<file path="src/rtl/fp_pkg.sv">
// rtl/fp_pkg.sv - shared constants and types for the sequential binary32 add/sub unit
// Contents: default field widths, all-ones exponent, quiet-NaN pattern,
// FSM state codes and the operand class enum.
package fp_pkg;

    localparam int EXP_W_DEF = 8;
    localparam int MAN_W_DEF = 23;

    localparam logic [EXP_W_DEF-1:0] EXP_MAX = '1;
    localparam logic [31:0]          QNAN    = 32'h7FC0_0000;

    typedef logic [2:0] state_t;
    localparam state_t ST_IDLE  = 3'd0;
    localparam state_t ST_ALIGN = 3'd1;
    localparam state_t ST_ADD   = 3'd2;
    localparam state_t ST_NORM  = 3'd3;
    localparam state_t ST_PACK  = 3'd4;
    localparam state_t ST_DONE  = 3'd5;

    typedef enum logic [1:0] {
        CLS_ZERO,
        CLS_NORMAL,
        CLS_INF,
        CLS_NAN
    } op_class_t;

endpackage

</file>
<file path="src/rtl/fp_unpack.sv">
// rtl/fp_unpack.sv - combinational split of a packed float into fields and class
// Ports: word (packed operand) -> sign, exp_f (biased exponent),
// man (fraction with hidden bit; zero for zero/denormal), cls (operand class).
module fp_unpack
    import fp_pkg::*;
#(
    parameter int EXP_W = EXP_W_DEF,
    parameter int MAN_W = MAN_W_DEF
) (
    input  logic [EXP_W+MAN_W:0] word,
    output logic                 sign,
    output logic [EXP_W-1:0]     exp_f,
    output logic [MAN_W:0]       man,
    output op_class_t            cls
);

    logic [MAN_W-1:0] frac;

    assign sign  = word[EXP_W+MAN_W];
    assign exp_f = word[EXP_W+MAN_W-1:MAN_W];
    assign frac  = word[MAN_W-1:0];

    always_comb begin
        cls = CLS_NORMAL;
        man = {1'b1, frac};
        if (exp_f == '0) begin
            // denormals are flushed: treated exactly like zero
            cls = CLS_ZERO;
            man = '0;
        end else if (exp_f == '1) begin
            cls = (frac == '0) ? CLS_INF : CLS_NAN;
        end
    end

endmodule

</file>
<file path="src/rtl/fp_addsub_seq.sv">
// rtl/fp_addsub_seq.sv - multi-cycle binary32 add/subtract with valid/ready handshakes
// Ports: clk, rst_n (async active-low); in_valid/in_ready, a, b, op_sub (1: a-b);
// out_valid/out_ready, result. Normalisation shifts left one bit per cycle.
// Build option: FP_ADDSUB_RNE_EN adds guard/round/sticky bits and round-to-nearest-even;
// without it results are truncated.
module fp_addsub_seq
    import fp_pkg::*;
#(
    parameter int EXP_W = EXP_W_DEF,
    parameter int MAN_W = MAN_W_DEF
) (
    input  logic                 clk,
    input  logic                 rst_n,
    input  logic                 in_valid,
    output logic                 in_ready,
    input  logic [EXP_W+MAN_W:0] a,
    input  logic [EXP_W+MAN_W:0] b,
    input  logic                 op_sub,
    output logic                 out_valid,
    input  logic                 out_ready,
    output logic [EXP_W+MAN_W:0] result
);

    localparam int W = 1 + EXP_W + MAN_W;
`ifdef FP_ADDSUB_RNE_EN
    localparam int GW = 3;
`else
    localparam int GW = 0;
`endif
    // aligned mantissa: hidden bit, fraction, then GW extra low bits
    localparam int MW = MAN_W + 1 + GW;
    localparam logic [EXP_W-1:0] EMAX   = '1;
    localparam logic [W-1:0]     QNAN_W = {1'b0, EMAX, 1'b1, {(MAN_W-1){1'b0}}};

    state_t           state;
    logic [W-1:0]     a_q, b_q, spec_q;
    logic             special, zero_res, sign_x, sign_y, sign_res;
    logic [EXP_W-1:0] exp_res;
    logic [MW-1:0]    man_x, man_y;
    logic [MW:0]      sum;

    assign in_ready  = (state == ST_IDLE);
    assign out_valid = (state == ST_DONE);

    logic             sa, sb;
    logic [EXP_W-1:0] ea, eb;
    logic [MAN_W:0]   ma, mb;
    op_class_t        ca, cb;

    fp_unpack #(.EXP_W(EXP_W), .MAN_W(MAN_W)) u_unpack_a (
        .word(a_q), .sign(sa), .exp_f(ea), .man(ma), .cls(ca)
    );
    fp_unpack #(.EXP_W(EXP_W), .MAN_W(MAN_W)) u_unpack_b (
        .word(b_q), .sign(sb), .exp_f(eb), .man(mb), .cls(cb)
    );

    logic             a_big, is_special;
    logic [EXP_W-1:0] diff;
    logic [MW-1:0]    small_ext, aligned;
    logic [W-1:0]     spec_word;

    always_comb begin
        a_big     = (ea >= eb);
        diff      = a_big ? (ea - eb) : (eb - ea);
        small_ext = MW'(a_big ? mb : ma) << GW;
        if (diff >= EXP_W'(MAN_W + 3)) aligned = '0;
        else                           aligned = small_ext >> diff;
`ifdef FP_ADDSUB_RNE_EN
        // anything shifted past the round bit collapses into sticky; the smaller
        // operand is a normal here, so a huge shift always loses a nonzero value
        if (diff >= EXP_W'(MAN_W + 3))
            aligned[0] = 1'b1;
        else if ((small_ext & ~({MW{1'b1}} << diff)) != '0)
            aligned[0] = 1'b1;
`endif

        is_special = 1'b1;
        spec_word  = '0;
        if (ca == CLS_NAN || cb == CLS_NAN || (ca == CLS_INF && cb == CLS_INF && sa != sb))
            spec_word = QNAN_W;
        else if (ca == CLS_INF)                  spec_word = a_q;
        else if (cb == CLS_INF)                  spec_word = b_q;
        else if (ca == CLS_ZERO && cb == CLS_ZERO) spec_word = {sa & sb, {(W-1){1'b0}}};
        else if (ca == CLS_ZERO)                 spec_word = b_q;
        else if (cb == CLS_ZERO)                 spec_word = a_q;
        else                                     is_special = 1'b0;
    end

    logic             round_up, frac_cy;
    logic [MAN_W-1:0] frac_r;
    logic [EXP_W:0]   exp_n;
    logic [W-1:0]     pack_word;

    always_comb begin
        round_up = 1'b0;
`ifdef FP_ADDSUB_RNE_EN
        // guard set and (round | sticky | lsb odd): nearest, ties to even
        round_up = sum[2] & (sum[1] | sum[0] | sum[3]);
`endif
        // a carry out of the fraction means 1.11..1 rounded to 10.0: frac wraps to 0
        {frac_cy, frac_r} = {1'b0, sum[MW-2:GW]} + (MAN_W+1)'(round_up);
        exp_n = {1'b0, exp_res} + (EXP_W+1)'(frac_cy);
        if (special)                       pack_word = spec_q;
        else if (zero_res)                 pack_word = {sign_res, {(W-1){1'b0}}};
        else if (exp_n >= {1'b0, EMAX})    pack_word = {sign_res, EMAX, {MAN_W{1'b0}}};
        else                               pack_word = {sign_res, exp_n[EXP_W-1:0], frac_r};
    end

    always_ff @(posedge clk or negedge rst_n) begin
        if (!rst_n) begin
            state    <= ST_IDLE;
            a_q      <= '0;
            b_q      <= '0;
            spec_q   <= '0;
            special  <= 1'b0;
            zero_res <= 1'b0;
            sign_x   <= 1'b0;
            sign_y   <= 1'b0;
            sign_res <= 1'b0;
            exp_res  <= '0;
            man_x    <= '0;
            man_y    <= '0;
            sum      <= '0;
            result   <= '0;
        end else begin
            case (state)
                ST_IDLE: if (in_valid) begin
                    a_q   <= a;
                    b_q   <= b ^ {op_sub, {(W-1){1'b0}}};
                    state <= ST_ALIGN;
                end
                ST_ALIGN: begin
                    special  <= is_special;
                    spec_q   <= spec_word;
                    zero_res <= 1'b0;
                    exp_res  <= a_big ? ea : eb;
                    man_x    <= MW'(a_big ? ma : mb) << GW;
                    man_y    <= aligned;
                    sign_x   <= a_big ? sa : sb;
                    sign_y   <= a_big ? sb : sa;
                    state    <= is_special ? ST_PACK : ST_ADD;
                end
                ST_ADD: begin
                    // man_x carries the larger exponent, so man_y can only exceed
                    // it when the exponents are equal
                    if (sign_x == sign_y) begin
                        sum      <= {1'b0, man_x} + {1'b0, man_y};
                        sign_res <= sign_x;
                    end else if (man_x >= man_y) begin
                        sum      <= {1'b0, man_x - man_y};
                        sign_res <= sign_x;
                    end else begin
                        sum      <= {1'b0, man_y - man_x};
                        sign_res <= sign_y;
                    end
                    state <= ST_NORM;
                end
                ST_NORM: begin
                    if (sum == '0) begin
                        sign_res <= 1'b0;
                        zero_res <= 1'b1;
                        state    <= ST_PACK;
                    end else if (sum[MW]) begin
`ifdef FP_ADDSUB_RNE_EN
                        sum <= {1'b0, sum[MW:2], sum[1] | sum[0]};
`else
                        sum <= sum >> 1;
`endif
                        exp_res <= exp_res + 1'b1;
                        state   <= ST_PACK;
                    end else if (sum[MW-1]) begin
                        state <= ST_PACK;
                    end else if (exp_res == EXP_W'(1)) begin
                        zero_res <= 1'b1;
                        state    <= ST_PACK;
                    end else begin
                        sum     <= sum << 1;
                        exp_res <= exp_res - 1'b1;
                    end
                end
                ST_PACK: begin
                    result <= pack_word;
                    state  <= ST_DONE;
                end
                ST_DONE: if (out_ready) state <= ST_IDLE;
                default: state <= ST_IDLE;
            endcase
        end
    end

endmodule

</file>
<file path="config.mk">
export PLATFORM = sky130hd
export DESIGN_NAME = fp_addsub_seq
export DESIGN_NICKNAME = d
export VERILOG_FILES = /design/src/rtl/fp_pkg.sv /design/src/rtl/fp_unpack.sv /design/src/rtl/fp_addsub_seq.sv
export SDC_FILE = /design/constraint.sdc
export NUM_CORES = 1
export LEC_CHECK = 0
export BUFFER_PORTS_ARGS = -buffer_cell sky130_fd_sc_hd__buf_2
export CAP_MARGIN = 20
export CORE_ASPECT_RATIO = 0.5
export CORE_MARGIN = 2
export CORE_UTILIZATION = 45
export CTS_CLUSTER_DIAMETER = 150
export CTS_CLUSTER_SIZE = 12
export DETAILED_ROUTE_END_ITERATION = 8
export GPL_ROUTABILITY_DRIVEN = 0
export MAX_ROUTING_LAYER = met4
export PLACE_DENSITY_LB_ADDON = 0.1
export SKIP_CTS_REPAIR_TIMING = 1
export SYNTH_ARGS = -nofsm -noshare
export SYNTH_HDL_FRONTEND = slang
export SYNTH_SLANG_ARGS = --single-unit
</file>
<file path="constraint.sdc">
create_clock -name clk -period 4.8 [get_ports clk]
set_clock_uncertainty 0.05 [all_clocks]
set_input_delay 0.96 -clock clk [delete_from_list [all_inputs] [get_ports clk]]
set_output_delay 0.96 -clock clk [all_outputs]
set_load 0.01 [all_outputs]
</file>
After elaboration in Yosys (flattened, before gate mapping)
Cells that the tools add are included.
Word-level totals
  register bits after elaboration: 217
  logic and storage cells: 134
Cells by class
  add/sub/neg operators: 7
  $lt $le $gt $ge: 4
  eq/ne operators: 24
  shift operators: 1
  multiplexer cells: 59
  bitwise logic cells: 2
  reductions and logical operators: 22
Operator list (number)
  $mux 32: 7
  $mux 24: 9
  $mux 31: 2
  $mux 25: 2
  $pmux 25 s2: 1
  $mux 8: 6
  $sub 24x24->24: 2
  $logic_not 23->1: 2
  $xor 32x32->32: 1
  $add 24x24->25: 1
  $logic_not 25->1: 1
  $ge 24x24->1: 1
  $shr 24x8->24: 1
  $mux 3: 7
  $pmux 3 s6: 1
  $mux 1: 17
  $eq 8x8->1 const B: 2
  $logic_not 8->1: 2
  $pmux 8 s2: 1
  $sub 8x8->8: 2
  $ne 3x3->1 const B: 5
  $reduce_and 4->1: 3
  $add 8x1->8 const B: 1
  $eq 2x2->1 const B: 4
  other kinds (23): 38

Depth between registers and ports, before layout
  word-level depth: 13
  mapped depth: 17

Cells and area by module
Synthesis repeated with hierarchy kept, for this count alone.
Unflattened totals
  cells, all modules: 1934
  area total of the unflattened synthesis: 16688.5 um^2
Modules (own cells, without submodules)
  fp_addsub_seq: instances 1, cells an instance 1834, area an instance 16057.9 um^2
  fp_unpack: instances 2, cells an instance 50, area an instance 315.3 um^2

Worst setup path before layout
No wires, ideal clock.
  path kind: register to register
  from: register a_q[23]
  to: register man_y[3]
  setup time: 76 ps
  arrival time: 3283 ps
  slack: 1391 ps
  cell stages (with the launch flop): 17
  buffers on the path: 3
  cells stage by stage: dfrtp_1 -> inv_1 -> ha_1 -> inv_1 -> fa_1 -> nand3_1 -> a311oi_2 -> a211oi_2 -> buf_6 -> buf_6 -> mux2i_1 -> buf_4 -> mux2i_1 -> nor2_1 -> a211oi_1 -> a22oi_1 -> o21ai_1
On the way
  longest elaborated chain between the ends: 5
  elaborated cells on any way between the ends: 10
  those cells by class: add/sub: 2; order compare: 2; shift: 1; mux: 4; reduce/logical: 1
RTL lines
  from (decl): RTL line fp_addsub_seq.sv:36  | logic [W-1:0] a_q, b_q, spec_q;
  from (signal assigned): RTL line fp_addsub_seq.sv:112  | a_q <= '0;
  from (signal assigned): RTL line fp_addsub_seq.sv:128  | a_q <= a;
  branches (longest 4 deep; another with $sub 8x8->8)
  $mux 24 (*): RTL line fp_addsub_seq.sv:66  | if (diff >= EXP_W'(MAN_W + 3)) aligned = '0;
  to (signal assigned): RTL line fp_addsub_seq.sv:138  | man_y <= aligned;
  to (decl): RTL line fp_addsub_seq.sv:39  | logic [MW-1:0] man_x, man_y;
Every way passes the cells marked *.
A chain may end at the register's enable or synchronous reset.

Worst setup path after layout
  from: register a_q[23]
  to: register man_y[13]
Same word-level chain as after synthesis.

==> impl_results.md <==
* CTS root buffer: clkbuf_16
* Number of synthesized flops with an enable pin at 0
* Final instance area at 17000 sq um
* Fin cells at 2292
* Asr flop ratio synth at 100%
* Net count after synthesis at about 2000
* Crit path cell chain: inv_1, ha_1, inv_1, fa_1, nand3_1, a311oi_2, a211oi_4, buf_4, nor3b_1, o31ai_1, a21o_1, nor4bb_1, buf_4, nor2b_1, a22oi_1, o21ai_1
* Ant. Diodes at 0
* Slew HR at 34.1%
* Slowest cell on crit path: nor4bb_1
* Ys Warns at 0
* Initial antenna violation count at 0
* Final setup fails at 0
* Vias in the first global route at 13600
* Hold WC Path Type: flip-flop to flip-flop
* Syn Area/Cell at 8.55 sq um
* Max Cap Viol at 0
* Critical path peak fanout at 14
* # clock sinks at 217
* Pre-Repair DR Iteration Count at 7
* Leading cell types by total area after synthesis: dfrtp_1, ha_1, a21oi_1, nand2_1, nor2_1
* Largest stage delay on the critical path at 0.54 ns
* Main flop type after synthesis: dfrtp_1
* CP Capture Type: flip-flop
* Layout cells sized above 1 at 14.5%
* Crit. Startpoint: a_q[23]$_DFFE_PN0P_
* Top cells by count, synth: dfrtp_1, nand2_1, nor2_1
* Clock-pin slew on the worst setup and hold paths at 0.06 ns
* GRT Total Usage at 30.5%
* Global route total overflow at 0
* Via count of the routed design at 14600
* FF-to-FF setup slack at ~0.35 ns
* Critical Path AT at 4.85 ns
* Post-DP HPWL at 41000 um
* Critical Path RT at 5.20 ns
* Worst Reg-to-Reg Cells at 16
* Slew at the pin with the worst max-slew slack at about 0.99 ns
* Count leader, synth: dfrtp_1
* Post-synthesis cell type count at 78
* Die Width at between 200 and 300 um
* Rows at 47
* Clock latency on the worst-skew pair at roughly 0.55 ns
* Die Y at 135 um
* IO Pins at 103
* H-tree Lvls at 1
* WP depth at 16
* Clock Path Buffers at 3
* R2R Path Start: a_q[23]$_DFFE_PN0P_
* Top cell type's share of synthesized area at a little over a third
* Inserted Clock Buffers at 22
* Remaining antenna violation count at 0
* Core area at around 34000 sq um
* WL final at 53100 um
* Top delay family on crit path: simple AND/OR/NAND/NOR gates
* Wire per inst at around 23 um
* Sequential area share after synthesis at 35.0%
* Min cycle time layout at between 4 and 5 ns
* Syn Inst Count at roughly 1800
* CTS tree: built
* Leading area contributor after synthesis: dfrtp_1
* Nets at 2014
* Worst setup SP type: flip-flop
* Starting Density at 46.3%
* Port bufs at 102
* Fillers at 3208
* Terminus of the critical flop-to-flop path: man_y[13]$_DFFE_PN0P_
* RSZ-0062 raised after global routing: false
* Setup TNS at 0 ns
* Fin crit share at 92.8%
* Max Slew Vio Count at 0
* Placed instance count at 2267
* Hold Crit Depth at 2
* Outcome: complete, no violations
* Synthesis-stage register bit count at 217
* Post-route DRC at 0
* CP Buf/Inv Count at 4
* Placed Area at about 16000 sq um
* First-pass GRT wire length at 81800 um
* Setup CP Type: flip-flop to flip-flop
* F_max at between 200 and 250 MHz
* Cell Area, Synth at 15500 sq um
* Initial drt markers at 1873
* Hold WS at 0.450 ns
* Via/cell ratio at 6.36
* Fin. Hold Viols at 0
* Die ar. at around 36000 sq um
* Worst hold start: spec_q[22]$_DFFE_PN0P_
* Sink of the worst hold path: spec_q[22]$_DFFE_PN0P_
* Largest net degree at the start of global routing at between 100 and 150
* Layout area overhead at 9.47%
[how the worst max path moves through the flow]
stage	end	slack, ns
floorplan	man_y[3]$_DFFE_PN0P_	1.39
global placement	man_y[1]$_DFFE_PN0P_	0.57
detailed placement	man_y[1]$_DFFE_PN0P_	0.50
CTS	man_y[12]$_DFFE_PN0P_	0.48
global route	man_y[13]$_DFFE_PN0P_	0.05
finish	man_y[13]$_DFFE_PN0P_	0.35
[through the flow]
| step | util [%] | worst slack (ns) |
|---|---|---|
| 5_1_grt | 50.6 | 0.0508 |
| 6_report | 50.6 | 0.346 |
| 3_3_place_gp | 48.9 | 0.567 |
| 4_1_cts | 50.6 | 0.480 |
| 2_1_floorplan | - | 1.39 |
| 3_5_place_dp | 48.9 | 0.497 |
[layout make-up]
| class | instances | area [sq um] | share of cell area [%] |
|---|---|---|---|
| timing repair buffer | 141 | 838 | 4.94 |
| sequential | 217 | 5430 | 32.0 |
| clock buffer | 23 | 554 | 3.27 |
| clock inverter | 2 | 27.5 | 0.162 |
| multi-input combinational | 1376 | 9230 | 54.4 |
| inverter | 92 | 345 | 2.03 |
| tap | 441 | 552 | 3.25 |
[routing by layer]
layer / vias up / GRT usage, % / routed length [um]
met5: - / - / 0
met4: 0 / 10.1 / 1980
met3: 118 / 5.60 / 5180
met2: 790 / 41.5 / 21400
met1: 7027 / 45.2 / 24600
li1: 6634 / - / -
[cells in the final DEF, fill, tap and decap left out, drive strengths merged, types with 28 or more instances in the layout]
cell    instances
a21oi         172
a22oi          40
a311oi         28
buf           141
dfrtp         217
ha             90
inv            93
mux2           60
mux2i          45
nand2         199
nand3          28
nor2          185
nor3           37
o21ai         130
[kinds of logic (layout without fill, tap and decap cells)]
| kind of cell | count (synthesis) | after routing | synth area share [%] |
|---|---|---|---|
| AO/OA/AOI/OAI | 564 | 564 | 23.6 |
| adder cells (fa/ha/maj) | 95 | 95 | 7.91 |
| multiplexers | 118 | 118 | 9.20 |
| XOR/XNOR | 29 | 29 | 1.69 |
| flip-flops | 217 | 217 | 35.0 |
| buffers and inverters | 221 | 258 | 5.90 |
| AND/OR/NAND/NOR | 570 | 570 | 16.6 |
[tightest hold or removal path: stages, from the launching register on]
cell and delay [ns]:
dfrtp_1 0.36, nand2_1 0.05, nand2_1 0.06
[sequential cells by signal, summed over array words and instances, names as in the netlist]
register  flops
sign_res      1
b_q          32
exp_res       8
result       32
a_q          32
zero_res      1
sum          25
special       1
sign_x        1
spec_q       32
state         3
man_x        24
man_y        24
sign_y        1
Power is not shown: default switching activity piles up to over one toggle a cycle in this logic, so the estimate is an artifact.
